$ cat src/rtl/exponentiation.sv
// -----------------------------------------------------------------------------
// exponentiation
//   Sequential integer power unit: resultado = X^Y (X^0 = 1, including 0^0).
//   Each multiply acc*X runs as an 8-cycle shift-and-add over the latched X,
//   so a full run takes 8*Y+1 cycles after the accepting start edge.
//
// Ports
//   clock      in   1    rising-edge clock
//   reset      in   1    synchronous active-high reset
//   start      in   1    request strobe, accepted in IDLE or DONE
//   X          in   8    unsigned base, captured on the accepting edge
//   Y          in   4    unsigned exponent, captured on the accepting edge
//   end_expo   out  1    registered done flag, held high while in DONE
//   resultado  out  128  registered result, updated only on completion
// -----------------------------------------------------------------------------
module exponentiation (
   input  logic         clock,
   input  logic         reset,
   input  logic         start,
   input  logic [7:0]   X,
   input  logic [3:0]   Y,
   output logic         end_expo,
   output logic [127:0] resultado
);

   typedef enum logic [1:0] {IDLE, MULT, DONE} state_t;

   state_t         state_q, state_d;
   logic [7:0]     x_q, x_d;
   logic [127:0]   acc_q, acc_d;
   logic [127:0]   pp_q, pp_d;
   logic [2:0]     bit_q, bit_d;
   logic [3:0]     cnt_q, cnt_d;
   logic           end_q, end_d;
   logic [127:0]   res_q, res_d;
   logic [127:0]   pp_sum;

   always_ff @(posedge clock) begin
      if (reset) begin
         state_q <= IDLE;
         x_q     <= '0;
         acc_q   <= '0;
         pp_q    <= '0;
         bit_q   <= '0;
         cnt_q   <= '0;
         end_q   <= 1'b0;
         res_q   <= '0;
      end else begin
         state_q <= state_d;
         x_q     <= x_d;
         acc_q   <= acc_d;
         pp_q    <= pp_d;
         bit_q   <= bit_d;
         cnt_q   <= cnt_d;
         end_q   <= end_d;
         res_q   <= res_d;
      end
   end

   always_comb begin
      state_d = state_q;
      x_d     = x_q;
      acc_d   = acc_q;
      pp_d    = pp_q;
      bit_d   = bit_q;
      cnt_d   = cnt_q;
      end_d   = end_q;
      res_d   = res_q;

      // Partial product after folding in multiplier bit bit_q.
      pp_sum  = pp_q + (x_q[bit_q] ? (acc_q << bit_q) : '0);

      case (state_q)
         IDLE, DONE: begin
            if (start) begin
               x_d     = X;
               acc_d   = 128'd1;
               pp_d    = '0;
               bit_d   = '0;
               cnt_d   = Y;
               end_d   = 1'b0;
               state_d = MULT;
            end
         end
         MULT: begin
            if (cnt_q == 4'd0) begin
               res_d   = acc_q;
               end_d   = 1'b1;
               state_d = DONE;
            end else if (bit_q == 3'd7) begin
               // Last bit: the sum including bit 7 is the finished product.
               acc_d   = pp_sum;
               pp_d    = '0;
               bit_d   = '0;
               cnt_d   = cnt_q - 4'd1;
            end else begin
               pp_d    = pp_sum;
               bit_d   = bit_q + 3'd1;
            end
         end
         default: state_d = IDLE;
      endcase
   end

   assign end_expo  = end_q;
   assign resultado = res_q;

endmodule

$ cat config.mk
export PLATFORM = sky130hd
export DESIGN_NAME = exponentiation
export DESIGN_NICKNAME = d
export VERILOG_FILES = /design/src/rtl/exponentiation.sv
export SDC_FILE = /design/constraint.sdc
export NUM_CORES = 1
export LEC_CHECK = 0
export ABC_CLOCK_PERIOD_IN_PS = 8500
export BUFFER_PORTS_ARGS = -buffer_cell sky130_fd_sc_hd__buf_2
export CORE_ASPECT_RATIO = 0.8
export CORE_MARGIN = 2
export CORE_UTILIZATION = 35
export CTS_BUF_LIST = sky130_fd_sc_hd__clkbuf_2 sky130_fd_sc_hd__clkbuf_4 sky130_fd_sc_hd__clkbuf_8
export DETAILED_ROUTE_END_ITERATION = 10
export GPL_ROUTABILITY_DRIVEN = 0
export GPL_TIMING_DRIVEN = 0
export HOLD_SLACK_MARGIN = 0.06
export PLACE_DENSITY = 0.54
export SLEW_MARGIN = 20
export SYNTH_ARGS = -nofsm -noshare
export SYNTH_HDL_FRONTEND = slang
export SYNTH_SLANG_ARGS = --single-unit
$ cat constraint.sdc
create_clock -name clock -period 8.5 [get_ports clock]
set_input_delay 0.85 -clock clock [delete_from_list [all_inputs] [get_ports clock]]
set_output_delay 0.85 -clock clock [all_outputs]
set_load 0.005 [all_outputs]
==> flow_summary.ini <==
[synth]
netlist_area_um2 = 26700
synth_edf_count = 0
synth_area_leader_cell = dfxtp_1
synthArstFlopShare = 0
ys.warnings.count = 0
yosysUniqueCellTypes = 86
avgSynthCellArea_um2 = 7.90
ys_seq_area_frac = 0.302
syn_nets = 3523
syn_inst = 3377
netlist_top_cells_area = dfxtp_1 (30%), nand2_1 (10%), mux4_2 (10%)
synth_flop_cell = dfxtp_1
synth_top_area_frac = 0.302
synth_seq_cells = 402

[placement]
place_inst = 4536
detailedPlace.worstSlack_ns = 1.32
hpwlAfterDp_um = 76500
portBuffers = 142
dpl_cell_area_um2 = 28800

[setup_path]
cp_slowest_stage_delay_ns = 0.80
rr_worst_depth = 18
path_depth = 18
end_kind = flop
worst-path-buf-inv = 4
cp_slowest_cell = buf_1
critical_path_class = reg2reg
critPathArrivalTime_ns = 8.17
critical_path.cell_chain = clkbuf_2 > clkbuf_2 > buf_1 > buf_1 > mux2i_1 > nor2_1 > nand3_1 > fa_1 > and2b_1 > o211ai_1 > a21boi_1 > a21oi_1 > o41ai_1 > a21boi_1 > o41ai_1 > a21boi_0 > xnor2_1 > a22o_1
cp-start-kind = flop
worst_ep_required_time_ns = 9.11
crit_family = compound AO/OA/AOI/OAI gates
crit_fanout = 10

[timing]
holdWs_ns = 0.417
tightest_slew_ns = 1.19
maxSlewHeadroom = 0.200
clock-skew-final_ns = 0.0330
fmaxAchievable_mhz = 132
finalSetupViolCount = 0
timing.final.ws_setup_ns = 0.934
rsz0062_at_grt = no
period_share = 0.890
fin_tns_setup_ns = 0
post-route-min-period_ns = 7.57
final-hold-violation-count = 0
slew_viol_final = 0

[finish]
area_growth_pct = 13.7
utilization = 0.402
nets = 3746
layout_common_cells = nand2_1 (723), a21oi_1 (520), dfxtp_1 (402)
drive_gt1_frac = 0.128
final_cells = 4665
mostFrequentLayoutCell = nand2_1
fin_area_um2 = 30300

[grt]
overflow = 0
grt_pass1_wl_um = 150000
grt_start_max_net_pins = 11
globalRouteTotalUtil = 0.244
first_global_vias = 24700
grt_antenna_before_repair = 4

[floorplan]
rows = 90
die_w_um = 313
die_h_um = 251
core_um2 = 75400
die-area_um2 = 78500
ios = 144
initial_core_util = 0.354

[power_and_ir_drop]
peakVddDrop_mv = 0.0901
p_total_mw = 4.27
powerDensity_nw_per_um2 = 141
leakage_nw = 10.9

[hold_path]
hold_class = in2reg
worstHoldPathCells = 3

[route]
dr.pass1.iters = 6
dr_total_vias = 26700
routed_wl_um = 98100
vias_per_cell = 5.73
avgRoutedWirePerCell_um = 21.0
ant_nets = 0
drt_iter0_drc = 2670
drc = 0

[outcome]
outcome = finished clean

[run]
drv_cap = 0

[clock_network]
cts_sinks = 402
cts_resized = 0
cts_buffers = 74
clockBufferDepth = 3
cts_tree = yes
htreeDepth = 3
clk_pin_slew_ns = 0.06
root_buffer = clkbuf_8
hold_buffers = 0
clk_latency_ns = 0.69
cts_setup_buffers = 0
-- Yosys cell counts (11+ instances only) --
| library cell | n |
|---|---|
| nand4_1 | 63 |
| nand2b_1 | 16 |
| a21oi_1 | 520 |
| nor2_1 | 250 |
| nor2b_1 | 11 |
| a211oi_1 | 11 |
| xnor2_1 | 78 |
| nand3_1 | 47 |
| clkbuf_1 | 210 |
| o21bai_1 | 42 |
| a21o_1 | 49 |
| xor2_1 | 47 |
| o21ai_0 | 123 |
| a21boi_0 | 14 |
| or3_1 | 11 |
| inv_1 | 47 |
| buf_1 | 24 |
| o21a_1 | 24 |
| a22oi_1 | 69 |
| a32oi_1 | 13 |
| nand2_1 | 723 |
| mux4_2 | 120 |
| nor3_1 | 39 |
| ha_1 | 130 |
| buf_2 | 12 |
| a22o_1 | 124 |
| dfxtp_1 | 402 |
-- worst register-to-register path, delay by kind of cell (launching register included) --
family | cells | cell delay (ns)
fa+ha+maj | 1 | 0.50
buf+inv | 4 | 2.38
xor+xnor | 1 | 0.55
compound gates | 8 | 2.87
simple gates | 3 | 0.66
mux | 1 | 0.15
flops | 1 | 0.37
-- path summary, 6_finish.rpt --
path / from / end / slack, ns
worst max register to register: bit_q[0] / pp_q[66] / 0.93
worst min-delay path: X[6] / x_q[6] / 0.42
worst min register to register: resultado[28] / resultado[28] / 0.45
worst max-delay path: bit_q[0] / pp_q[66] / 0.93
-- per-layer routing --
metal / vias to the layer above / GRT usage / routed length (µm)
li1: 12700 / - / -
met1: 12900 / 0.377 / 48600
met2: 1013 / 0.335 / 38400
met3: 130 / 0.0537 / 8860
met4: 0 / 0.0630 / 2260
met5: - / 0 / 0
-- layout make-up --
type,count,area [µm²]
multi-input combinational,2681,17500
buffer,247,956
clock inverter,13,143
tap,1012,1270
sequential,402,8050
inverter,47,176
antenna,3,7.51
clock buffer,113,1420
fill,8022,45100
timing repair buffer,147,788
-- report_power, final --
group	total, mW	switching (mW)	internal [mW]
Sequential	1.90	0.00548	1.89
Combinational	0.340	0.273	0.0669
Clock	2.03	0.882	1.15
Total	4.27	1.16	3.11
-- logic make-up after synthesis --
family	share of synthesized area
XOR/XNOR	0.0410
buffers and inverters	0.0420
AO/OA/AOI/OAI	0.259
AND/OR/NAND/NOR	0.189
flip-flops	0.302
adder cells (fa/ha/maj)	0.0617
multiplexers	0.106
-- sequential cells by signal, summed over array words and instances, names as in the netlist --
register   cells
pp_q         128
resultado    128
x_q            8
bit_q          3
acc_q        128
end_expo       1
state_q        2
cnt_q          4
(Power assumes the default switching activity.)
